File: src/rtl/common.sv
// Shared decode-stage types: the packed control word and the default
// (XLEN=32) ID-stage trace record layout.
package common;

    // Packed ID-stage control word, shared by decode and trace logic.
    typedef struct packed {
        logic       reg_write;
        logic       mem_read;
        logic       mem_write;
        logic       mem_to_reg;
        logic       alu_src;
        logic       branch;
        logic       jump;
        logic [3:0] alu_op;
        logic       ecall;
    } control_type;

    localparam int ID_TRACE_DROP_W = 16;

    // One captured ID-stage output record for the default 32-bit core.
    typedef struct packed {
        logic [31:0] pc;
        logic [4:0]  rd;
        logic [31:0] rs1_data;
        logic [31:0] rs2_data;
        logic [31:0] imm;
        control_type ctrl;
    } id_trace_rec_t;

endpackage

File: src/rtl/id_trace_ptr.sv
// Wrap-around write/read pointers and occupancy counter for the ID trace
// buffer. Decides whether a push lands in storage, and whether it
// costs a record (dropped newest or overwritten oldest).
module id_trace_ptr #(
    parameter  int DEPTH = 8,
    localparam int PTR_W = $clog2(DEPTH),
    localparam int CNT_W = $clog2(DEPTH + 1)
) (
    input  logic             clk,
    input  logic             rstn,
    input  logic             push_i,
    input  logic             pop_i,
    input  logic             flush_i,
    input  logic             overwrite_i,
    output logic             wr_en_o,
    output logic             lost_o,
    output logic [PTR_W-1:0] wr_ptr_o,
    output logic [PTR_W-1:0] rd_ptr_o,
    output logic [CNT_W-1:0] count_o
);

    logic [PTR_W-1:0] wr_ptr_q, wr_ptr_d;
    logic [PTR_W-1:0] rd_ptr_q, rd_ptr_d;
    logic [CNT_W-1:0] count_q, count_d;
    logic             full, empty, do_pop, grow;
    logic             wr_en, lost;

    assign full   = (count_q == CNT_W'(DEPTH));
    assign empty  = (count_q == '0);
    assign do_pop = pop_i & ~empty;
    assign grow   = wr_en & ~lost;

    // Next pointers/count: a pop frees a slot for a same-cycle push even when full.
    always_comb begin
        wr_ptr_d = wr_ptr_q;
        rd_ptr_d = rd_ptr_q;
        count_d  = count_q;
        wr_en    = 1'b0;
        lost     = 1'b0;
        if (flush_i) begin
            wr_ptr_d = '0;
            rd_ptr_d = '0;
            count_d  = '0;
        end else begin
            if (push_i && (!full || do_pop)) begin
                wr_en    = 1'b1;
                wr_ptr_d = wr_ptr_q + PTR_W'(1);
            end else if (push_i) begin
                lost = 1'b1;
                if (overwrite_i) begin
                    wr_en    = 1'b1;
                    wr_ptr_d = wr_ptr_q + PTR_W'(1);
                    rd_ptr_d = rd_ptr_q + PTR_W'(1);
                end
            end
            if (do_pop) begin
                rd_ptr_d = rd_ptr_q + PTR_W'(1);
            end
            if (grow && !do_pop) begin
                count_d = count_q + CNT_W'(1);
            end else if (!grow && do_pop) begin
                count_d = count_q - CNT_W'(1);
            end
        end
    end

    // Pointer/count state; reset empties the buffer without touching storage.
    always_ff @(posedge clk or negedge rstn) begin
        if (!rstn) begin
            wr_ptr_q <= '0;
            rd_ptr_q <= '0;
            count_q  <= '0;
        end else begin
            wr_ptr_q <= wr_ptr_d;
            rd_ptr_q <= rd_ptr_d;
            count_q  <= count_d;
        end
    end

    assign wr_en_o  = wr_en;
    assign lost_o   = lost;
    assign wr_ptr_o = wr_ptr_q;
    assign rd_ptr_o = rd_ptr_q;
    assign count_o  = count_q;

endmodule

File: src/rtl/id_trace_buffer.sv
// Circular capture buffer for ID-stage output records, drained through a
// valid/ready port. Full-buffer policy: drop newest or overwrite oldest.
module id_trace_buffer
    import common::*;
#(
    parameter int XLEN      = 32,
    parameter int RID_W     = 5,
    parameter int CTRL_W    = $bits(control_type),
    parameter int DEPTH     = 8,
    parameter int OVERWRITE = 0
) (
    input  logic                       clk,
    input  logic                       rstn,
    input  logic                       capture_en,
    input  logic                       flush,
    input  logic                       in_valid,
    input  logic [XLEN-1:0]            in_pc,
    input  logic [RID_W-1:0]           in_rd,
    input  logic [XLEN-1:0]            in_rs1_data,
    input  logic [XLEN-1:0]            in_rs2_data,
    input  logic [XLEN-1:0]            in_imm,
    input  logic [CTRL_W-1:0]          in_ctrl,
    output logic                       out_valid,
    input  logic                       out_ready,
    output logic [XLEN-1:0]            out_pc,
    output logic [RID_W-1:0]           out_rd,
    output logic [XLEN-1:0]            out_rs1_data,
    output logic [XLEN-1:0]            out_rs2_data,
    output logic [XLEN-1:0]            out_imm,
    output logic [CTRL_W-1:0]          out_ctrl,
    output logic [$clog2(DEPTH+1)-1:0] count,
    output logic                       overflow,
    output logic [ID_TRACE_DROP_W-1:0] drop_cnt
);

    localparam int PTR_W = $clog2(DEPTH);
    localparam int CNT_W = $clog2(DEPTH + 1);

    typedef struct packed {
        logic [XLEN-1:0]   pc;
        logic [RID_W-1:0]  rd;
        logic [XLEN-1:0]   rs1_data;
        logic [XLEN-1:0]   rs2_data;
        logic [XLEN-1:0]   imm;
        logic [CTRL_W-1:0] ctrl;
    } rec_t;

    function automatic logic [ID_TRACE_DROP_W-1:0] sat_inc(input logic [ID_TRACE_DROP_W-1:0] v);
        return (v == '1) ? v : v + ID_TRACE_DROP_W'(1);
    endfunction

    rec_t                       mem_q [DEPTH];
    rec_t                       wr_rec, head;
    logic                       push, pop, wr_en, lost;
    logic [PTR_W-1:0]           wr_ptr, rd_ptr;
    logic [CNT_W-1:0]           count_w;
    logic                       overflow_q, overflow_d;
    logic [ID_TRACE_DROP_W-1:0] drop_cnt_q, drop_cnt_d;

    assign push   = in_valid & capture_en;
    assign pop    = out_valid & out_ready;
    assign wr_rec = '{pc: in_pc, rd: in_rd, rs1_data: in_rs1_data,
                      rs2_data: in_rs2_data, imm: in_imm, ctrl: in_ctrl};

    id_trace_ptr #(.DEPTH(DEPTH)) u_ptr (
        .clk         (clk),
        .rstn        (rstn),
        .push_i      (push),
        .pop_i       (pop),
        .flush_i     (flush),
        .overwrite_i (OVERWRITE != 0),
        .wr_en_o     (wr_en),
        .lost_o      (lost),
        .wr_ptr_o    (wr_ptr),
        .rd_ptr_o    (rd_ptr),
        .count_o     (count_w)
    );

    // Record storage: written only when the pointer logic accepts the push.
    always_ff @(posedge clk) begin
        if (wr_en) begin
            mem_q[wr_ptr] <= wr_rec;
        end
    end

    // Loss bookkeeping: sticky flag plus saturating counter, both cleared by flush.
    always_comb begin
        overflow_d = overflow_q;
        drop_cnt_d = drop_cnt_q;
        if (flush) begin
            overflow_d = 1'b0;
            drop_cnt_d = '0;
        end else if (lost) begin
            overflow_d = 1'b1;
            drop_cnt_d = sat_inc(drop_cnt_q);
        end
    end

    // Loss bookkeeping registers.
    always_ff @(posedge clk or negedge rstn) begin
        if (!rstn) begin
            overflow_q <= 1'b0;
            drop_cnt_q <= '0;
        end else begin
            overflow_q <= overflow_d;
            drop_cnt_q <= drop_cnt_d;
        end
    end

    assign head         = mem_q[rd_ptr];
    assign out_valid    = (count_w != '0);
    assign out_pc       = head.pc;
    assign out_rd       = head.rd;
    assign out_rs1_data = head.rs1_data;
    assign out_rs2_data = head.rs2_data;
    assign out_imm      = head.imm;
    assign out_ctrl     = head.ctrl;
    assign count        = count_w;
    assign overflow     = overflow_q;
    assign drop_cnt     = drop_cnt_q;

endmodule

File: config.mk
export PLATFORM = sky130hd
export DESIGN_NAME = id_trace_buffer
export DESIGN_NICKNAME = d
export VERILOG_FILES = /design/src/rtl/common.sv /design/src/rtl/id_trace_ptr.sv /design/src/rtl/id_trace_buffer.sv
export SDC_FILE = /design/constraint.sdc
export NUM_CORES = 1
export LEC_CHECK = 0
export ABC_AREA = 1
export BUFFER_PORTS_ARGS = -buffer_cell sky130_fd_sc_hd__buf_4
export CAP_MARGIN = 0
export CORE_MARGIN = 2
export CORE_UTILIZATION = 32
export CTS_BUF_LIST = sky130_fd_sc_hd__clkbuf_8
export CTS_CLUSTER_DIAMETER = 50
export DETAILED_ROUTE_END_ITERATION = 16
export GPL_TIMING_DRIVEN = 0
export HOLD_SLACK_MARGIN = 0.12
export SETUP_SLACK_MARGIN = 0.02
export SYNTH_ARGS = -nofsm -noshare
export SYNTH_HDL_FRONTEND = slang
export SYNTH_SLANG_ARGS = --single-unit
File: constraint.sdc
create_clock -name clk -period 21.9 [get_ports clk]
set_input_delay 3.285 -clock clk [delete_from_list [all_inputs] [get_ports clk]]
set_output_delay 3.285 -clock clk [all_outputs]
set_load 0.005 [all_outputs]
==> metrics.cfg, run 1 <==
[cts]
post_cts_resize_count=0
clock_buffer_count_from_cts=196
root_buffer=clkbuf_8
tritoncts=done
clock_sinks=1187
htreeDepth=4
clock_latency_ns=0.94
cts_hold_repair.buffers=0
clk_pin_slew_ns=0.06
clock_path_buffers=3
post_cts_setup_repair_bufs=0

[global_route]
first_global_vias=29796
track_usage=0.185
pin_count_of_the_biggest_net_entering_global_routing=31
globalRouteOverflowTotal=0
grt_antenna_before_repair=32
grt_pass1_wl_mm=200

[routing]
drt_pass1_iterations=5
totalWireLength_mm=139
detail_route.iter0.violations=2594
post_drt_via_cell_ratio=4.83
routed-via-count=30587
drt-wirelength-per-cell_um=21.9
drc_errors=0
final_antenna_net_count=0

[synth]
synth_top_family_by_area=simple AND/OR/NAND/NOR gates
ys_types=32
syn-cell-area_um2=46600
seq_area_frac_synth=0.762
multiplexer_share_of_the_synthesized_area=0
share_of_the_synthesized_area_in_compound_gates_ao_oa_aoi_oai=0.100
yosys.area_share.adder=0.00177
postSynthCellCount=3677
yosysWarningCount=0
syn-num-nets=3834
synth-async-reset-ratio=0.0227
synthXorXnorAreaFrac=0.00132
syn-mean-instance-area_um2=12.7
postSynthRegisterBits=1187
synth_simple_gate_area_share=0.108
primary_flip_flop_cell_chosen_by_synthesis_mapping=edfxtp_1
number_of_synthesized_flops_with_an_enable_pin=1160

[sta]
final.period_utilization=0.335
worst_slew_pin_slew_ns=1.35
slew_headroom=0.0976
final_skew_ns=0.0336
period_minus_slack_ns=7.33
maxClockFrequency_mhz=136
drv_slew=0
final_setup_violation_count=0
hold-worst-slack_ns=0.524
hold_viol=0
worst_slack_ns=14.57
grt_setup_unrepaired=no
finalSetupTns_ns=0

[layout]
multi_input_comb_area_um2=9930
n_fill_cell=13737
area.growth.synth_to_final_pct=20.6
finalInstanceArea_um2=56200
post_route_cells_drive_above_1_share=0.170
seq_area_um2=35500
final_stage_net_count=4400
layout_common_cells=1160 x edfxtp_1, 748 x nor2_1, 525 x nand2_1
layout.cells.most_common=edfxtp_1

[die]
floorplan.initialDensity=0.321
dieWidth_um=386
core_area_um2=145000
ioPinCount=318
placementRows=140
design.die.area_um2=149000
dieHeight_um=386

[setup_path]
worstSetupStartpointType=flop
worst_ep_arrival_time_ns=4.05
criticalPathCategory=reg2out
critical_path_required_ns=18.62
endpoint_kind_of_the_worst_setup_timing_path=primary output
worst-path-max-fanout=10

[power_and_ir_drop]
power_w=0.00586
netSwitchingPower_w=0.00195
power_frac_seq=0.432
netSwitchingFraction=0.333
power.share.clock=0.311
power_density_nw_per_um2=104
internal_power_w=0.00391
vdd_ir_drop_max_uv=60.4
combPwrFrac=0.257
power.static_leakage_nw=19.6

[placed_design]
place.gp.congestion=0.797
placedInstanceArea_um2=52500
place_worst_setup_slack_ns=15.38
detailed_place_hpwl_mm=92.2
io_buffers=317

[worst_hold_path]
min_path_type=reg2reg

[run]
timing.max_cap.violations=0

[outcome]
status=complete, no violations

-- cell usage after synthesis (all sizes together) (3+ instances only) --
cell type | n | share of area
dfrtp | 27 | 0.014
a21oi | 150 | 0.016
nand4 | 6 | 0.00094
o21bai | 3 | 0.00048
xor2 | 6 | 0.0011
ha | 5 | 0.0013
o21ai | 597 | 0.064
nor2 | 758 | 0.061
nand2 | 527 | 0.043
edfxtp | 1160 | 0.75
nand3 | 26 | 0.0028
buf | 108 | 0.014
a31oi | 145 | 0.019
inv | 31 | 0.0025
clkbuf | 121 | 0.010
-- power groups by stage --
stage          registers (W)  logic (W)  clock network [W]
6_report             0.00253    0.00150            0.00182
5_1_grt              0.00253    0.00166            0.00197
4_1_cts              0.00253    0.00154            0.00187
3_5_place_dp         0.00258    0.00153                  0
3_3_place_gp         0.00259    0.00151                  0
2_1_floorplan        0.00258   0.000729                  0
-- state kept, by name, summed over array words and instances (netlist names) --
name and cells:
overflow 1, u_ptr.wr_ptr_o 3, u_ptr.count_o 4, u_ptr.rd_ptr_o 3, mem_q 1160, drop_cnt 16
-- path summary, 6_finish.rpt --
| kind | startpoint | endpoint | slack, ns | cells after the start |
|---|---|---|---|---|
| setup / recovery | u_ptr.rd_ptr_o[1]$_DFFE_PN0P_ | out_pc[31] | 14.57 | 6 |
| hold / removal | overflow$_DFFE_PN0P_ | overflow$_DFFE_PN0P_ | 0.52 | 2 |
| setup reg to reg | u_ptr.count_o[2]$_DFFE_PN0P_ | mem_q[0][86]$_DFFE_PP_ | 18.55 | 11 |
| hold reg to reg | overflow$_DFFE_PN0P_ | overflow$_DFFE_PN0P_ | 0.52 | 2 |
| min in group asynchronous | rstn | u_ptr.count_o[0]$_DFFE_PN0P_ | 2.27 | 1 |
| max in group asynchronous | rstn | drop_cnt[11]$_DFFE_PN0P_ | 19.33 | 1 |
-- routing by layer --
metal  vias to the layer above  track usage  wire length, µm
met5                         -            0              159
met4                        26       0.0539             2940
met3                       206       0.0598            12600
met2                      1020        0.297            65800
met1                     14934        0.238            57300
li1                      14401            -                -
-- cell type report --
class / instances / area share
repair buffers: 368 / 0.0618
clock inverters: 166 / 0.0166
inverters: 31 / 0.00207
plain buffers: 229 / 0.0199
diodes: 12 / 0.000534
clock buffers: 197 / 0.0482
multi-input cells: 2230 / 0.177
flip-flops and latches: 1187 / 0.632
well taps: 1917 / 0.0427
-- critical path, stage by stage (launching register included) --
cell and delay, ns:
dfrtp_1 0.43, inv_1 0.11, clkbuf_1 0.99, clkbuf_1 0.57
a21oi_1 0.16, a31oi_1 0.63, buf_4 0.24
-- through the flow --
step	util	instances
4_1_cts	0.387	6325
3_3_place_gp	0.354	5911
5_1_grt	0.387	6330
2_1_floorplan	-	3677
3_5_place_dp	0.362	5962
6_report	0.387	6337
-- cells by family (layout without fill, tap and decap cells) --
family / count (synthesis) / count (layout)
flip-flops: 1187 / 1187
AND/OR/NAND/NOR: 1320 / 1320
buffers and inverters: 260 / 991
other: 0 / 12
AO/OA/AOI/OAI: 897 / 897
XOR/XNOR: 7 / 7
adder cells (fa/ha/maj): 6 / 6
Power figures use the tool's default switching activity.
==> inputs of run 2 (changes only) <==
==> constraint.sdc (replaced) <==
create_clock -name clk -period 6.35 [get_ports clk]
set_input_delay 0.9525 -clock clk [delete_from_list [all_inputs] [get_ports clk]]
set_output_delay 0.9525 -clock clk [all_outputs]
set_load 0.005 [all_outputs]
==> run 2 against run 1 <==
Via count rose by 0.54%. Critical path depth did not move. Die area did not move. Global-route usage did not move. Clock skew fell by 0.0014 ns. Cell count barely moved. Non-clock buffer count rose by 1. Critical endpoint unchanged. Critical path type unchanged.
==> metrics.cfg, run 2 (synthesis results as in run 1) <==
[cts]
clock_path_buffers=3  ; unchanged
root_buffer=clkbuf_8
clk_pin_slew_ns=0.06  ; about the same
clock_latency_ns=0.94  ; about the same
tritoncts=done
clock_buffer_count_from_cts=196  ; unchanged
htreeDepth=4  ; unchanged
post_cts_setup_repair_bufs=0  ; unchanged
clock_sinks=1187  ; unchanged

[die]
design.die.area_um2=149000  ; unchanged
ioPinCount=318  ; unchanged
floorplan.initialDensity=0.321  ; unchanged
dieWidth_um=386  ; unchanged
placementRows=140  ; unchanged
core_area_um2=145000  ; unchanged
dieHeight_um=386  ; unchanged

[setup_path]
worst-path-max-fanout=10  ; unchanged
worst_ep_arrival_time_ns=4.08  ; +0.03 ns
critical_path_required_ns=5.40  ; -13.22 ns
crit_buf_inv=4  ; unchanged
endpoint_kind_of_the_worst_setup_timing_path=primary output
crit_path_top_delay_cell=clkbuf_1
worstSetupStartpointType=flop
crit_path_max_incr_delay_ns=0.99  ; about the same
cp_top_family=buffers and inverters
ordered_list_of_cells_on_the_worst_path=inv_1 > clkbuf_1 > clkbuf_1 > a21oi_1 > a31oi_1 > buf_4
critical_path.most_common_cell=clkbuf_1
criticalPathCategory=reg2out
ff2ff_setup_slack_ns=3.00  ; -15.55 ns

[power_and_ir_drop]
power_frac_seq=0.432  ; about the same
power.static_leakage_nw=19.6  ; about the same
internal_power_w=0.0135  ; +240%
combPwrFrac=0.257  ; about the same
power_density_nw_per_um2=359  ; +240%
netSwitchingPower_w=0.00673  ; +250%
vdd_ir_drop_max_uv=209  ; +250%
netSwitchingFraction=0.333  ; about the same
power.share.clock=0.311  ; about the same

[routing]
drt-wirelength-per-cell_um=21.9  ; +0.15%
totalWireLength_mm=139  ; +0.12%
post_drt_via_cell_ratio=4.85  ; +0.57%
routed-wl-met2_mm=65.7  ; about the same
drc_errors=0  ; unchanged
routed-via-count=30752  ; +0.54%
route.layer.met1.wl_mm=57.7  ; +0.57%
met3RoutedLength_mm=12.3  ; -2.3%
detail_route.iter0.violations=2604  ; +0.39%
drt_pass1_iterations=5  ; unchanged
top_layer_used=met5
final_antenna_net_count=0  ; unchanged

[layout]
final_util=0.387  ; about the same
final_stage_net_count=4401  ; +0.023%
layout.cells.most_common=edfxtp_1
seq_area_um2=35500  ; unchanged
multi_input_comb_area_um2=9930  ; unchanged
n_fill_cell=13735  ; -0.015%
layout_common_cells=1160 x edfxtp_1, 748 x nor2_1, 525 x nand2_1
area.growth.synth_to_final_pct=20.6  ; about the same
fin_cells=6335  ; -0.032%
largest_register_ffs=1160  ; unchanged
regMostFlops=mem_q
post_route_cells_drive_above_1_share=0.170  ; about the same
finalInstanceArea_um2=56200  ; about the same

[sta]
hold_viol=0  ; unchanged
slew_headroom=0.0977  ; about the same
hold-worst-slack_ns=0.254  ; -0.271 ns
grt_setup_unrepaired=no
final.period_utilization=0.793
period_minus_slack_ns=5.04
worst_slew_pin_slew_ns=1.35  ; -0.0000556 ns
worst_slack_ns=1.31  ; -13.25 ns
final_setup_violation_count=0  ; unchanged
maxClockFrequency_mhz=199
drv_slew=0  ; unchanged
final_skew_ns=0.0322  ; -0.00140 ns

[placed_design]
placedCellCount=5962  ; unchanged
detailed_place_hpwl_mm=92.2  ; unchanged
place_worst_setup_slack_ns=2.16  ; -13.22 ns
io_buffers=317  ; unchanged
placedInstanceArea_um2=52500  ; unchanged
place.gp.congestion=0.797  ; unchanged

[outcome]
status=complete, no violations

[global_route]
grt_antenna_before_repair=32  ; unchanged
first_global_vias=29796  ; unchanged
globalRouteOverflowTotal=0  ; unchanged
pin_count_of_the_biggest_net_entering_global_routing=31  ; unchanged
grt_pass1_wl_mm=200  ; unchanged
track_usage=0.185  ; unchanged

[run]
timing.max_cap.violations=0  ; unchanged

[worst_hold_path]
min_path_type=in2reg

==> run 2: worst paths after layout <==
path,startpoint,to,cells after the start
setup / recovery,u_ptr.rd_ptr_o[1]$_DFFE_PN0P_,out_pc[31],6
hold / removal,in_pc[19],mem_q[3][132]$_DFFE_PP_,1
setup reg to reg,u_ptr.count_o[2]$_DFFE_PN0P_,mem_q[0][86]$_DFFE_PP_,11
hold reg to reg,overflow$_DFFE_PN0P_,overflow$_DFFE_PN0P_,2
max in group asynchronous,rstn,drop_cnt[11]$_DFFE_PN0P_,2
min in group asynchronous,rstn,u_ptr.count_o[0]$_DFFE_PN0P_,2
==> run 2: layout make-up <==
type	instances	share of cell area
flip-flops and latches	1187	0.632
multi-input cells	2230	0.177
repair buffers	369	0.0620
clock buffers	197	0.0482
well taps	1917	0.0427
plain buffers	229	0.0199
clock inverters	166	0.0166
inverters	31	0.00207
diodes	9	0.000401
==> run 2: worst reg2reg max path: cells and delay by family, from the launching register on <==
kind | cells | cell delay [ns]
and+or+nand+nor | 5 | 1.27
buffers and inverters | 6 | 1.28
DFF | 1 | 0.44
==> run 2: through the flow <==
step	total power (W)	TNS, ns
after floorplan	0.0114	-2148.70
after global placement	0.0141	-8913.04
after detailed placement	0.0142	0
after CTS	0.0205	0
after global routing	0.0213	0
final	0.0202	0
==> run 2: power by group through the flow <==
stage	combinational, W	clock (W)	sequential [W]
after global placement	0.00522	0	0.00893
after global routing	0.00574	0.00679	0.00874
after detailed placement	0.00528	0	0.00890
after floorplan	0.00251	0	0.00890
after CTS	0.00530	0.00643	0.00874
final	0.00519	0.00628	0.00873
==> run 2: timing repair <==
action	4_1_cts	5_1_grt
hold buffers	1	0
endpoints found under the hold margin	27	0
resized for setup	0	0
==> run 2: routing by layer <==
| metal | vias up | GRT usage |
|---|---|---|
| met5 | - | 0 |
| met2 | 1036 | 0.297 |
| li1 | 14397 | - |
| met3 | 212 | 0.0598 |
| met1 | 15081 | 0.238 |
| met4 | 26 | 0.0539 |
